==> src/rtl/jam_param_if.sv <==
// Host-side bus of the job-assignment solver. It carries the start handshake,
// the cost-table query port and the result outputs. clk and rst stay outside it.
interface jam_param_if #(
  parameter int N      = 8,
  parameter int COST_W = 7,
  parameter int SUM_W  = 10,
  parameter int CNT_W  = 16
) ();
  logic              Start;
  logic              Mode;
  logic [2:0]        W;
  logic [2:0]        J;
  logic              Query;
  logic [COST_W-1:0] Cost;
  logic              Busy;
  logic              Valid;
  logic [SUM_W-1:0]  BestCost;
  logic [CNT_W-1:0]  MatchCount;
  logic [3*N-1:0]    BestPerm;

  // Host / cost-ROM side: starts runs, answers queries, reads results.
  modport master (
    output Start, Mode, Cost,
    input  W, J, Query, Busy, Valid, BestCost, MatchCount, BestPerm
  );

  // Solver side.
  modport slave (
    input  Start, Mode, Cost,
    output W, J, Query, Busy, Valid, BestCost, MatchCount, BestPerm
  );
endinterface

==> src/rtl/jam_param.sv <==
// Exhaustive N x N job-assignment solver. It walks all N! permutations in
// lexicographic order and queries one (worker, job) cost per cycle. It keeps
// the best total (min or max), how many permutations reach it, and the first
// permutation that reached it.
module jam_param #(
  parameter int N      = 8,
  parameter int COST_W = 7,
  parameter int SUM_W  = 10,
  parameter int CNT_W  = 16
) (
  input  logic       CLK,
  input  logic       RST,
  jam_param_if.slave bus
);

  typedef enum logic [2:0] {
    IDLE = 3'd0,
    EVAL = 3'd1,
    CMP  = 3'd2,
    NEXT = 3'd3,
    DONE = 3'd4
  } state_t;

  localparam logic [2:0] K_LAST = 3'(N - 1);

  state_t            state_reg, state_next;
  logic [2:0]        perm_reg [N];
  logic [2:0]        perm_next [N];
  logic [2:0]        k_reg, k_next;
  logic [SUM_W-1:0]  acc_reg, acc_next;
  logic              mode_reg, mode_next;
  logic              first_reg, first_next;
  logic [SUM_W-1:0]  best_reg, best_next;
  logic [CNT_W-1:0]  count_reg, count_next;
  logic [3*N-1:0]    bperm_reg, bperm_next;
  logic [SUM_W-1:0]  best_cost_reg, best_cost_next;
  logic [CNT_W-1:0]  match_count_reg, match_count_next;
  logic [3*N-1:0]    best_perm_reg, best_perm_next;

  logic [COST_W-1:0] cost_in;
  logic [2:0]        w_sel;
  logic [3*N-1:0]    perm_flat;
  logic [N-1:0]      desc_match;
  logic              is_last;
  logic              better;

  // Successor datapath signals.
  logic [2:0]        pivot, swap_idx;
  logic [2:0]        piv_val, swap_val;
  logic [2:0]        swapped [N];
  logic [2:0]        succ [N];

  assign cost_in = bus.Cost;

  // Packed view of the permutation and the "descending = last" detector.
  for (genvar gi = 0; gi < N; gi++) begin : g_perm
    localparam logic [2:0] DESC_VAL = 3'(N - 1 - gi);
    assign perm_flat[3*gi +: 3] = perm_reg[gi];
    assign desc_match[gi]       = (perm_reg[gi] == DESC_VAL);
  end
  assign is_last = &desc_match;

  // Worker currently assigned to job k; mux over constant indices.
  always_comb begin
    w_sel = '0;
    for (int i = 0; i < N; i++) begin
      if (3'(i) == k_reg) w_sel = perm_reg[i];
    end
  end

  // Next-permutation search: rightmost ascent and rightmost larger element.
  // Only consumed when the current permutation is not the last one, so an
  // ascent is guaranteed to exist whenever the result is used.
  always_comb begin
    pivot = '0;
    for (int i = 0; i < N - 1; i++) begin
      if (perm_reg[i] < perm_reg[i+1]) pivot = 3'(i);
    end
    piv_val = '0;
    for (int i = 0; i < N; i++) begin
      if (3'(i) == pivot) piv_val = perm_reg[i];
    end
    swap_idx = '0;
    for (int i = 0; i < N; i++) begin
      if ((3'(i) > pivot) && (perm_reg[i] > piv_val)) swap_idx = 3'(i);
    end
    swap_val = '0;
    for (int i = 0; i < N; i++) begin
      if (3'(i) == swap_idx) swap_val = perm_reg[i];
    end
  end

  // Swap pivot with its successor element, then mirror the suffix after the
  // pivot; position p > pivot takes element N + pivot - p.
  for (genvar gi = 0; gi < N; gi++) begin : g_succ
    logic [3:0] mirror_idx;
    logic [2:0] mirror_val;

    assign swapped[gi] = (pivot == 3'(gi))    ? swap_val :
                         (swap_idx == 3'(gi)) ? piv_val  : perm_reg[gi];

    assign mirror_idx = 4'(N) + {1'b0, pivot} - 4'(gi);

    // Pick the mirrored source element for this position.
    always_comb begin
      mirror_val = '0;
      for (int q = 0; q < N; q++) begin
        if (4'(q) == mirror_idx) mirror_val = swapped[q];
      end
    end

    assign succ[gi] = (3'(gi) > pivot) ? mirror_val : swapped[gi];
  end

  assign better = mode_reg ? (acc_reg > best_reg) : (acc_reg < best_reg);

  // Next-state and datapath control for the whole run.
  always_comb begin
    state_next       = state_reg;
    k_next           = k_reg;
    acc_next         = acc_reg;
    mode_next        = mode_reg;
    first_next       = first_reg;
    best_next        = best_reg;
    count_next       = count_reg;
    bperm_next       = bperm_reg;
    best_cost_next   = best_cost_reg;
    match_count_next = match_count_reg;
    best_perm_next   = best_perm_reg;
    for (int i = 0; i < N; i++) perm_next[i] = perm_reg[i];

    case (state_reg)
      IDLE: begin
        if (bus.Start) begin
          mode_next  = bus.Mode;
          acc_next   = '0;
          k_next     = '0;
          first_next = 1'b1;
          for (int i = 0; i < N; i++) perm_next[i] = 3'(i);
          state_next = EVAL;
        end
      end

      EVAL: begin
        acc_next = acc_reg + SUM_W'(cost_in);
        if (k_reg == K_LAST) begin
          k_next     = '0;
          state_next = CMP;
        end else begin
          k_next = k_reg + 3'd1;
        end
      end

      CMP: begin
        first_next = 1'b0;
        if (first_reg || better) begin
          best_next  = acc_reg;
          count_next = CNT_W'(1);
          bperm_next = perm_flat;
        end else if (acc_reg == best_reg) begin
          count_next = count_reg + CNT_W'(1);
        end
        if (is_last) begin
          // Results become visible together with the Valid pulse in DONE.
          best_cost_next   = best_next;
          match_count_next = count_next;
          best_perm_next   = bperm_next;
          state_next       = DONE;
        end else begin
          state_next = NEXT;
        end
      end

      NEXT: begin
        for (int i = 0; i < N; i++) perm_next[i] = succ[i];
        acc_next   = '0;
        k_next     = '0;
        state_next = EVAL;
      end

      DONE: begin
        state_next = IDLE;
      end

      default: begin
        state_next = IDLE;
      end
    endcase
  end

  // State and datapath registers; reset returns everything to idle/identity.
  always_ff @(posedge CLK) begin
    if (RST) begin
      state_reg       <= IDLE;
      k_reg           <= '0;
      acc_reg         <= '0;
      mode_reg        <= 1'b0;
      first_reg       <= 1'b1;
      best_reg        <= '0;
      count_reg       <= '0;
      bperm_reg       <= '0;
      best_cost_reg   <= '0;
      match_count_reg <= '0;
      best_perm_reg   <= '0;
      for (int i = 0; i < N; i++) perm_reg[i] <= 3'(i);
    end else begin
      state_reg       <= state_next;
      k_reg           <= k_next;
      acc_reg         <= acc_next;
      mode_reg        <= mode_next;
      first_reg       <= first_next;
      best_reg        <= best_next;
      count_reg       <= count_next;
      bperm_reg       <= bperm_next;
      best_cost_reg   <= best_cost_next;
      match_count_reg <= match_count_next;
      best_perm_reg   <= best_perm_next;
      for (int i = 0; i < N; i++) perm_reg[i] <= perm_next[i];
    end
  end

  assign bus.Query      = (state_reg == EVAL);
  assign bus.W          = (state_reg == EVAL) ? w_sel : 3'd0;
  assign bus.J          = (state_reg == EVAL) ? k_reg : 3'd0;
  assign bus.Busy       = (state_reg == EVAL) || (state_reg == CMP) || (state_reg == NEXT);
  assign bus.Valid      = (state_reg == DONE);
  assign bus.BestCost   = best_cost_reg;
  assign bus.MatchCount = match_count_reg;
  assign bus.BestPerm   = best_perm_reg;

endmodule

==> src/flat_wrapper.sv <==
// flat-port wrapper written by rule: the top's interface ports become plain ports
module jam_param_flat 
#(
  parameter int N      = 8,
  parameter int COST_W = 7,
  parameter int SUM_W  = 10,
  parameter int CNT_W  = 16
)
  (CLK, RST, bus_Start, bus_Mode, bus_Cost, bus_W, bus_J, bus_Query, bus_Busy, bus_Valid, bus_BestCost, bus_MatchCount, bus_BestPerm);
  jam_param_if #(.N(N), .COST_W(COST_W), .SUM_W(SUM_W), .CNT_W(CNT_W)) bus_i ();
  input  logic CLK;
  input  logic RST;
  input wire logic [$bits(bus_i.Start)-1:0] bus_Start;
  input wire logic [$bits(bus_i.Mode)-1:0] bus_Mode;
  input wire logic [$bits(bus_i.Cost)-1:0] bus_Cost;
  output wire logic [$bits(bus_i.W)-1:0] bus_W;
  output wire logic [$bits(bus_i.J)-1:0] bus_J;
  output wire logic [$bits(bus_i.Query)-1:0] bus_Query;
  output wire logic [$bits(bus_i.Busy)-1:0] bus_Busy;
  output wire logic [$bits(bus_i.Valid)-1:0] bus_Valid;
  output wire logic [$bits(bus_i.BestCost)-1:0] bus_BestCost;
  output wire logic [$bits(bus_i.MatchCount)-1:0] bus_MatchCount;
  output wire logic [$bits(bus_i.BestPerm)-1:0] bus_BestPerm;
  assign bus_i.Start = bus_Start;
  assign bus_i.Mode = bus_Mode;
  assign bus_i.Cost = bus_Cost;
  assign bus_W = bus_i.W;
  assign bus_J = bus_i.J;
  assign bus_Query = bus_i.Query;
  assign bus_Busy = bus_i.Busy;
  assign bus_Valid = bus_i.Valid;
  assign bus_BestCost = bus_i.BestCost;
  assign bus_MatchCount = bus_i.MatchCount;
  assign bus_BestPerm = bus_i.BestPerm;
  jam_param #(.N(N), .COST_W(COST_W), .SUM_W(SUM_W), .CNT_W(CNT_W)) u_core (.CLK(CLK), .RST(RST), .bus(bus_i));
endmodule
==> config.mk <==
export PLATFORM = sky130hd
export DESIGN_NAME = jam_param_flat
export DESIGN_NICKNAME = d
export VERILOG_FILES = /design/src/rtl/jam_param_if.sv /design/src/rtl/jam_param.sv /design/src/flat_wrapper.sv
export SDC_FILE = /design/constraint.sdc
export NUM_CORES = 1
export LEC_CHECK = 0
export ABC_AREA = 1
export CAP_MARGIN = 20
export CORE_UTILIZATION = 40
export DETAILED_ROUTE_END_ITERATION = 7
export DONT_BUFFER_PORTS = 1
export PLACE_DENSITY = 0.62
export SKIP_CTS_REPAIR_TIMING = 1
export SLEW_MARGIN = 20
export SYNTH_ARGS = -nofsm -noshare
export SYNTH_HDL_FRONTEND = slang
export SYNTH_SLANG_ARGS = --single-unit
export TNS_END_PERCENT = 20
==> constraint.sdc <==
create_clock -name CLK -period 6.5 [get_ports CLK]
set_input_delay 1.3 -clock CLK [delete_from_list [all_inputs] [get_ports CLK]]
set_output_delay 1.3 -clock CLK [all_outputs]
set_load 0.05 [all_outputs]
==> metrics.yaml, run 1 <==
cp.arrival_ps: 6420
initial_core_util_pct: 40.8
cpMostUsedCell: "nand2_1"
drtPass1Iterations: 7
post-route-min-period_ps: 6090
drv_cap: 0
core_area_mm2: 0.0261
min_to: "u_core.mode_reg$_SDFFE_PP0P_"
syn_area_mm2: 0.0106
gp_congestion: 1.05
wire_per_inst_um: 19.4
peakVddDrop_mv: 0.233
overflow: 0
holdWs_ps: 469
instances_no_fill: 2161
cts_tree: "built"
r2r_start: "u_core.perm_reg[0][8]$_SDFFE_PP0P_"
hold_path_class: "reg -> reg"
synth.net_count: 1764
dpl.hpwl_mm: 31.3
clkLatencyLatePin_ps: 440
io_buffer_count: 0
synth_top_area_cell: "dfxtp_1"
diodes: 0
clock_path_buffers: 2
ios: 70
numPlacedInstances: 2119
skew_ps: 18.0
synthTopCellsByArea: "dfxtp_1, nand2_1, o21ai_0, inv_1, a21oi_1"
nets: 1883
worst_pin_slew_ps: 1050
die_h_um: 165
p_per_area_mw_per_mm2: 494
path_clk_slew_ps: 80
fillers: 2717
synth.distinct_cells: 52
num_vias: 12000
drv_slew: 0
slew_headroom_pct: 29.7
max_freq_mhz: 164
numCtsBuffers: 17
power_frac_comb_pct: 67.5
stdcell_area_mm2: 0.0128
cp-end-kind: "flop"
yosys_warnings: 0
via_per_inst: 5.56
antenna_found_initial: 0
finalHoldViolCount: 0
drtIter0Drc: 1078
yosysSeqAreaShare_pct: 26.7
min_period_over_period_pct: 93.7
die_w_um: 165
synth_area_per_cell_um2: 6.28
path_max_fanout: 7
reg2reg_to: "u_core.perm_reg[0][10]$_SDFFE_PP1P_"
synthFlopType: "dfxtp_1"
post-synth-top-count-cell: "nand2_1"
swShare_pct: 49.8
status: "finished, final reports clean"
critPathMaxStageDelay_ps: 340
grt_pass1_vias: 11300
synth_common_cells: "nand2_1, inv_1, o21ai_0, a21oi_1, dfxtp_1"
setup.worst_path.class: "reg -> reg"
p_sw_mw: 3.15
antenna_left: 0
clockPowerShare_pct: 16.9
reg2reg_slack_ps: 410
worstHoldStart: "u_core.mode_reg$_SDFFE_PP0P_"
p_leak_nw: 6.18
drt-total-wl_mm: 42.0
r2r_cells: 45
required_ps: 6820
pwr-share-seq_pct: 15.6
p_int_mw: 3.17
htreeDepth: 4
synth_edf_count: 0
grt_max_degree: 68
rows: 59
startpoint_type: "flop"
track_usage_pct: 31.4
area_growth_syn_to_layout_pct: 20.3
die-area_mm2: 0.0272
place_area_mm2: 0.0120
finalSetupViolCount: 0
synthCells: 1694
min_path_cells: 2
async_flop_share_pct: 0
synth_top_area_share_pct: 26.7
drive_above_1_share_pct: 16.3
ys_ff_latch: 142
cpMaxStageDelayCell: "dfxtp_2"
ctsRootBufferMaster: "clkbuf_16"
post-route-drc-count: 0
clock-sinks: 142
grt_pass1_wl_mm: 64.5
[per-stage QoR]
| stage | worst slack (ps) | power (mW) | util [%] | setup TNS [ps] |
|---|---|---|---|---|
| after detailed placement | -70.8 | 5.02 | 46.1 | -89.8 |
| after global placement | 103 | 5.04 | 46.1 | 0 |
| after global routing | -0.525 | 6.67 | 49.1 | -0.525 |
| after CTS | -110 | 6.10 | 48.4 | -192 |
| after floorplan | 745 | 3.01 | - | 0 |
| final | 408 | 6.32 | 49.1 | 0 |
[cells by family after synthesis]
kind of cell	after synthesis	share of synthesized area [%]
XOR/XNOR	10	0.823
buffers and inverters	365	13.1
AO/OA/AOI/OAI	499	26.3
flip-flops	142	26.7
AND/OR/NAND/NOR	619	26.0
adder cells (fa/ha/maj)	59	7.01
[critical path: cells and delay by family (launching register included)]
family | cells | cell delay, ps
buffers and inverters | 8 | 860
DFF | 1 | 340
and+or+nand+nor | 25 | 2700
adders and majority gates | 3 | 810
AOI/OAI and AO/OA | 9 | 1260
[how the worst max path moves through the flow]
| stage | slack [ps] | to | startpoint | cells after the start |
|---|---|---|---|---|
| 2_1_floorplan | 740 | u_core.perm_reg[0][7]$_SDFFE_PP1P_ | u_core.perm_reg[0][20]$_SDFFE_PP1P_ | 40 |
| 3_3_place_gp | 100 | u_core.perm_reg[0][11]$_SDFFE_PP0P_ | u_core.perm_reg[0][20]$_SDFFE_PP1P_ | 46 |
| 3_5_place_dp | -70 | u_core.perm_reg[0][11]$_SDFFE_PP0P_ | u_core.perm_reg[0][20]$_SDFFE_PP1P_ | 46 |
| 4_1_cts | -110 | u_core.perm_reg[0][11]$_SDFFE_PP0P_ | u_core.perm_reg[0][20]$_SDFFE_PP1P_ | 46 |
| 5_1_grt | -0.5 | u_core.perm_reg[0][20]$_SDFFE_PP1P_ | u_core.perm_reg[0][8]$_SDFFE_PP0P_ | 50 |
| 6_report | 410 | u_core.perm_reg[0][10]$_SDFFE_PP1P_ | u_core.perm_reg[0][8]$_SDFFE_PP0P_ | 45 |
[cell usage in the layout (no fill, tap or decap), types with 36 or more instances in the layout]
master and instances:
ha_1 58, inv_1 278, dfxtp_1 139, o21bai_1 36, nand3_1 65, o21ai_0 214
nand2_1 328, nor2_1 108, buf_4 159, a21oi_1 147
[power by group through the flow]
stage | clock, mW | sequential (mW) | combinational (mW)
global route | 1.11 | 0.992 | 4.56
finish | 1.07 | 0.984 | 4.27
CTS | 1.08 | 0.981 | 4.04
detailed placement | 0 | 1.00 | 4.02
floorplan | 0 | 0.992 | 2.02
global placement | 0 | 0.999 | 4.04
[layer usage]
metal,GRT usage [%],vias to the layer above,wire (um)
met3,5.27,116,3340
met2,51.2,505,19200
li1,-,5821,-
met1,40.6,5579,17700
met4,13.4,0,1820
met5,0,-,0
[cell type report]
cell class | instances | area (um2) | area share, %
clock buffers | 17 | 425 | 3.32
clock inverters | 15 | 175 | 1.37
inverters | 301 | 1140 | 8.87
multi-input cells | 1187 | 6510 | 50.9
flip-flops and latches | 142 | 2850 | 22.3
well taps | 335 | 419 | 3.27
repair buffers | 164 | 1280 | 10.0
No activity file was read; power rests on OpenSTA's default activity.
==> run 2, diff against run 1 <==
==> constraint.sdc (replaced) <==
create_clock -name CLK -period 6.5 [get_ports CLK]
set_input_delay 0.325 -clock CLK [delete_from_list [all_inputs] [get_ports CLK]]
set_output_delay 0.325 -clock CLK [all_outputs]
set_load 0.05 [all_outputs]
==> run 2 against run 1 <==
  * Non-clock buffer count grew 1
  * Maximum frequency shrank 1.9%
  * Cell area shrank 0.35%
  * Clock power shrank 5%
  * First-iteration DRC count grew 4.0%
  * Wire length grew 0.23%
  * Sequential cell count is the same
  * Die area is the same
  * Setup slack lost 120 ps
  * Hold slack lost 420 ps
  * Count of clock-buffer cells in the layout grew 3
  * Critical path type unchanged
  * Largest power group unchanged
==> metrics.yaml, run 2 (synthesis results as in run 1) <==
place_ws_ps: -118  # was -70.8 ps
htreeDepth: 4  # unchanged
drtIter0Drc: 1121  # was 1078
clock-sinks: 142  # unchanged
status: "finished, final reports clean"  # unchanged
r2r_start: "u_core.perm_reg[0][20]$_SDFFE_PP1P_"  # was u_core.perm_reg[0][8]$_SDFFE_PP0P_
overflow: 0  # unchanged
r2r_cells: 45  # unchanged
cts_tree: "built"  # unchanged
p_leak_nw: 6.17  # was 6.18 nW
wire_per_inst_um: 19.5  # was 19.4 um
max_freq_mhz: 161  # was 164 MHz
numPlacedInstances: 2121  # was 2119
grt_pass1_wl_mm: 64.1  # was 64.5 mm
swShare_pct: 50.0  # was 49.8%
pwr-share-seq_pct: 15.6  # about the same
cpMaxStageDelayCell: "dfxtp_2"  # unchanged
final_cell_mix: "nand2_1, inv_1, o21ai_0, buf_4, a21oi_1"  # unchanged
peakVddDrop_mv: 0.227  # was 0.233 mV
ctsRootBufferMaster: "clkbuf_16"  # unchanged
drv_slew: 0  # unchanged
p_sw_mw: 3.15  # about the same
clock_path_buffers: 2  # unchanged
antenna_found_initial: 1  # was 0
path_buf_inv: 8  # unchanged
hold_path_class: "in -> reg"  # was reg -> reg
crit_family: "simple AND/OR/NAND/NOR gates"  # unchanged
worstHoldStart: "RST"  # was u_core.mode_reg$_SDFFE_PP0P_
die_h_um: 165  # unchanged
dpl.hpwl_mm: 31.4  # was 31.3 mm
initial_core_util_pct: 40.8  # unchanged
min_period_over_period_pct: 95.5  # was 93.7%
grt_max_degree: 84  # was 68
p_total_mw: 6.29  # was 6.32 mW
required_ps: 6880  # was 6820 ps
track_usage_pct: 31.2  # was 31.4%
skew_ps: 21.4  # was 18.0 ps
drive_above_1_share_pct: 15.8  # was 16.3%
die-area_mm2: 0.0272  # unchanged
cpMostUsedCell: "nand2_1"  # unchanged
instances_no_fill: 2163  # was 2161
drtPass1Iterations: 6  # was 7
layout_commonest_cell: "nand2_1"  # unchanged
setup.worst_path.class: "reg -> reg"  # unchanged
slew_headroom_pct: 29.7  # about the same
rows: 59  # unchanged
min_to: "u_core.bperm_reg[12]$_SDFFE_PP0P_"  # was u_core.mode_reg$_SDFFE_PP0P_
p_int_mw: 3.15  # was 3.17 mW
finalSetupViolCount: 0  # unchanged
drt-total-wl_mm: 42.1  # was 42.0 mm
critPathMaxStageDelay_ps: 410  # was 340 ps
ios: 70  # unchanged
reg2reg_slack_ps: 290  # was 410 ps
grt_pass1_vias: 11200  # was 11300
clkLatencyLatePin_ps: 440  # about the same
drv_cap: 0  # unchanged
place_area_mm2: 0.0120  # about the same
finalHoldViolCount: 0  # unchanged
post-route-min-period_ps: 6210  # was 6090 ps
via_per_inst: 5.54  # was 5.56
worst_slack_ps: 290  # was 408 ps
post-route-drc-count: 0  # unchanged
min_path_cells: 3  # was 2
path_clk_slew_ps: 80  # about the same
worst_pin_slew_ps: 1050  # about the same
cp-end-kind: "flop"  # unchanged
die_w_um: 165  # unchanged
path_max_fanout: 8  # was 7
gp_congestion: 1.05  # about the same
stdcell_area_mm2: 0.0128  # about the same
startpoint_type: "flop"  # unchanged
area_growth_syn_to_layout_pct: 19.9  # was 20.3%
nets: 1884  # was 1883
clockPowerShare_pct: 16.2  # was 16.9%
numCtsBuffers: 17  # unchanged
cp.arrival_ps: 6590  # was 6420 ps
io_buffer_count: 0  # unchanged
p_per_area_mw_per_mm2: 493  # was 494 mW/mm2
core_area_mm2: 0.0261  # unchanged
power_frac_comb_pct: 68.2  # was 67.5%
num_vias: 12000  # about the same
antenna_left: 0  # unchanged
reg2reg_to: "u_core.perm_reg[0][23]$_SDFFE_PP1P_"  # was u_core.perm_reg[0][10]$_SDFFE_PP1P_
-- run 2: cell count changes in the layout (fill, tap and decap cells not counted), sizes merged --
| cell | change |
|---|---|
| buf | +1 |
| bufinv | -1 |
| clkbuf | +3 |
| clkinv | -4 |
| clkinvlp | +1 |
| diode | +1 |
| inv | +1 |
-- run 2: worst max path at each step --
stage | startpoint | to | cells after the start
detailed placement | u_core.perm_reg[0][20]$_SDFFE_PP1P_ | u_core.perm_reg[0][10]$_SDFFE_PP1P_ | 42
global route | u_core.perm_reg[0][23]$_SDFFE_PP1P_ | u_core.perm_reg[0][10]$_SDFFE_PP1P_ | 43
finish | u_core.perm_reg[0][20]$_SDFFE_PP1P_ | u_core.perm_reg[0][23]$_SDFFE_PP1P_ | 45
CTS | u_core.perm_reg[0][20]$_SDFFE_PP1P_ | u_core.perm_reg[0][11]$_SDFFE_PP0P_ | 46
global placement | u_core.perm_reg[0][20]$_SDFFE_PP1P_ | u_core.perm_reg[0][11]$_SDFFE_PP0P_ | 46
floorplan | u_core.perm_reg[0][20]$_SDFFE_PP1P_ | u_core.perm_reg[0][7]$_SDFFE_PP1P_ | 40
-- run 2: layer usage --
layer	vias up	part of all wire, %	track usage (%)
met3	98	7.8	5.57
met4	2	3.8	12.2
li1	5821	-	-
met2	456	46	50.9
met5	-	0.031	0
met1	5599	43	40.5
-- run 2: worst min-delay path: stages --
cell and delay [ps]:
a21oi_1 20, o21ai_0 60, inv_1 40
-- run 2: layout make-up --
| class | count | area, um2 |
|---|---|---|
| Timing Repair Buffer | 165 | 1320 |
| Sequential cell | 142 | 2840 |
| Inverter | 301 | 1130 |
| Tap cell | 335 | 419 |
| Multi-Input combinational cell | 1187 | 6470 |
| Clock inverter | 12 | 123 |
| Antenna cell | 1 | 2.50 |
| Fill cell | 2701 | 13300 |
| Clock buffer | 20 | 447 |
-- run 2: through the flow --
step	TNS, ps	hold slack, ps	utilization [%]
final	0	48.1	49.0
after global routing	-50.8	47.6	48.9
after CTS	-425	-54.8	48.3
after detailed placement	-254	408	46.2
after global placement	0	408	46.2
after floorplan	0	440	-
-- run 2: power groups by stage --
stage / sequential, mW / clock, mW / combinational [mW]
detailed placement: 1.00 / 0 / 4.03
global placement: 0.999 / 0 / 4.06
CTS: 0.981 / 1.03 / 4.05
global route: 0.989 / 1.06 / 4.55
finish: 0.982 / 1.02 / 4.29
floorplan: 0.992 / 0 / 2.02
==> run 3, diff against run 2 <==
Settings changed: GPL_ROUTABILITY_DRIVEN from default to 1.
Clock period 6.5 ns to 6.1 ns, I/O delays scaled along.
==> run 3 against run 2 <==
  * Maximum frequency increased by 5.3%
  * First-iteration DRC count increased by 0.89%
  * Count of clock-buffer cells in the layout decreased by 2
  * Die area unchanged
  * Global-route usage decreased by 0.17 points
  * Register-to-register slack got worse by 90 ps
  * Wire length decreased by 0.86%
  * Sequential power increased by 8%
  * Critical path depth decreased by 1
  * Non-clock buffer count increased by 14
  * Critical endpoint is now u_core.perm_reg[0][15]$_SDFFE_PP1P_
  * Sequential cell count unchanged
  * Largest power group unchanged
==> metrics.yaml, run 3 (synthesis results as in run 1) <==
initial_core_util_pct: 40.8  # unchanged
required_ps: 6400  # was 6880 ps
startpoint_type: "flop"  # unchanged
cpMostUsedCell: "nand2_1"  # unchanged
met1_usage_pct: 40.0  # was 40.5%
via_per_inst: 5.56  # was 5.54
holdWs_ps: 25.9  # was 48.1 ps
wire_per_inst_um: 19.2  # was 19.5 um
critPathMaxStageDelay_ps: 360  # was 410 ps
overflow: 0  # unchanged
antenna_found_initial: 0  # was 1
numPlacedInstances: 2126  # was 2121
ios: 70  # unchanged
crit_family: "simple AND/OR/NAND/NOR gates"  # unchanged
ctsRootBufferMaster: "clkbuf_16"  # unchanged
nets: 1899  # was 1884
p_per_area_mw_per_mm2: 520  # was 493 mW/mm2
drv_cap: 0  # unchanged
path_clk_slew_ps: 70  # was 80 ps
p_leak_nw: 6.22  # was 6.17 nW
path_buf_inv: 7  # was 8
p_sw_mw: 3.35  # was 3.15 mW
core_area_mm2: 0.0261  # unchanged
place_area_mm2: 0.0120  # about the same
drv_slew: 0  # unchanged
drive_above_1_share_pct: 18.3  # was 15.8%
die_w_um: 165  # unchanged
p_int_mw: 3.40  # was 3.15 mW
final.setup.tns_ps: 0  # unchanged
cts_tree: "built"  # unchanged
antenna_left: 0  # unchanged
final_cell_mix: "nand2_1, inv_1, o21ai_0, buf_4, a21oi_1"  # unchanged
grt_pass1_wl_mm: 64.5  # was 64.1 mm
rows: 59  # unchanged
num_vias: 12100  # was 12000
finalSetupViolCount: 0  # unchanged
drt-total-wl_mm: 41.8  # was 42.1 mm
worst_pin_slew_ps: 1070  # was 1050 ps
setup.worst_path.class: "reg -> reg"  # unchanged
min_period_over_period_pct: 96.7  # was 95.5%
skew_ps: 20.5  # was 21.4 ps
slew_headroom_pct: 28.6  # was 29.7%
clock_path_buffers: 2  # unchanged
status: "finished, final reports clean"  # unchanged
drtIter0Drc: 1131  # was 1121
hold_path_class: "in -> reg"  # unchanged
cp.arrival_ps: 6200  # was 6590 ps
use_met3_pct: 5.49  # was 5.57%
diodes: 0  # was 1
instances_no_fill: 2177  # was 2163
busiest_layer: "met2"  # unchanged
cpMaxStageDelayCell: "dfxtp_2"  # unchanged
finalHoldViolCount: 0  # unchanged
numCtsBuffers: 17  # unchanged
htreeDepth: 4  # unchanged
post-route-drc-count: 0  # unchanged
max_freq_mhz: 170  # was 161 MHz
clock-sinks: 142  # unchanged
cp-end-kind: "flop"  # unchanged
p_total_mw: 6.76  # was 6.29 mW
grt_max_degree: 69  # was 84
peakVddDrop_mv: 0.272  # was 0.227 mV
met2_usage_pct: 50.7  # was 50.9%
dpl.hpwl_mm: 31.1  # was 31.4 mm
die-area_mm2: 0.0272  # unchanged
track_usage_pct: 31.0  # was 31.2%
stdcell_area_mm2: 0.0130  # was 0.0128 mm2
power_frac_comb_pct: 69.2  # was 68.2%
layout_commonest_cell: "nand2_1"  # unchanged
area_growth_syn_to_layout_pct: 22.0  # was 19.9%
post-route-min-period_ps: 5900  # was 6210 ps
gp_congestion: 1.09  # was 1.05
clockPowerShare_pct: 15.2  # was 16.2%
clkLatencyLatePin_ps: 440  # about the same
io_buffer_count: 0  # unchanged
grt_pass1_vias: 11400  # was 11200
swShare_pct: 49.6  # was 50.0%
pwr-share-seq_pct: 15.6  # about the same
path_max_fanout: 10  # was 8
drtPass1Iterations: 6  # unchanged
die_h_um: 165  # unchanged
run 3: cell types whose count changed in the layout (fill, tap and decap cells not counted), moves of 3 or more:
cell and change:
ha_4 +6, ha_1 -7, inv_1 -3, buf_6 +4, inv_8 +3, dfxtp_1 -8, nand2_1 -7, dfxtp_4 +6
nand2_2 +7, inv_6 -3, buf_4 +13, o21ai_0 -3
run 3: final timing paths:
kind,cells after the start,slack [ps],to,startpoint
max,44,200,u_core.perm_reg[0][15]$_SDFFE_PP1P_,u_core.perm_reg[0][8]$_SDFFE_PP0P_
min,3,30,u_core.bperm_reg[9]$_SDFFE_PP0P_,RST
max reg2reg,44,200,u_core.perm_reg[0][15]$_SDFFE_PP1P_,u_core.perm_reg[0][8]$_SDFFE_PP0P_
min reg2reg,2,470,u_core.mode_reg$_SDFFE_PP0P_,u_core.mode_reg$_SDFFE_PP0P_
run 3: per-layer routing:
| metal | up-vias | share of wire, % |
|---|---|---|
| met1 | 5650 | 43 |
| li1 | 5864 | - |
| met5 | - | 0 |
| met3 | 124 | 6.8 |
| met2 | 468 | 46 |
| met4 | 0 | 4.3 |
run 3: layout make-up:
class                   instances  area (um2)
clock buffers                  18         429
clock inverters                14         121
fillers                      2690       13100
inverters                     301        1140
multi-input cells            1188        6610
flip-flops and latches        142        2870
well taps                     335         419
repair buffers                179        1400
run 3: power groups by stage:
stage	Clock, mW	Sequential (mW)	Combinational [mW]
final	1.03	1.06	4.67
after global placement	0	1.07	4.27
after global routing	1.07	1.06	5.00
after CTS	1.03	1.05	4.28
after floorplan	0	1.06	2.15
after detailed placement	0	1.07	4.26
run 3: per-stage QoR:
| stage | setup WS (ps) | util (%) |
|---|---|---|
| 3_5_place_dp | -496 | 46.2 |
| 6_report | 201 | 49.8 |
| 4_1_cts | -531 | 48.3 |
| 2_1_floorplan | 345 | - |
| 3_3_place_gp | -535 | 46.2 |
| 5_1_grt | -52.4 | 49.8 |
run 3: worst reg2reg max path: cells and delay by family, from the launching register on:
family,cells,cell delay [ps]
buf+inv,7,850
simple gates,26,2810
fa+ha+maj,2,570
compound gates,9,1190
flops,1,360
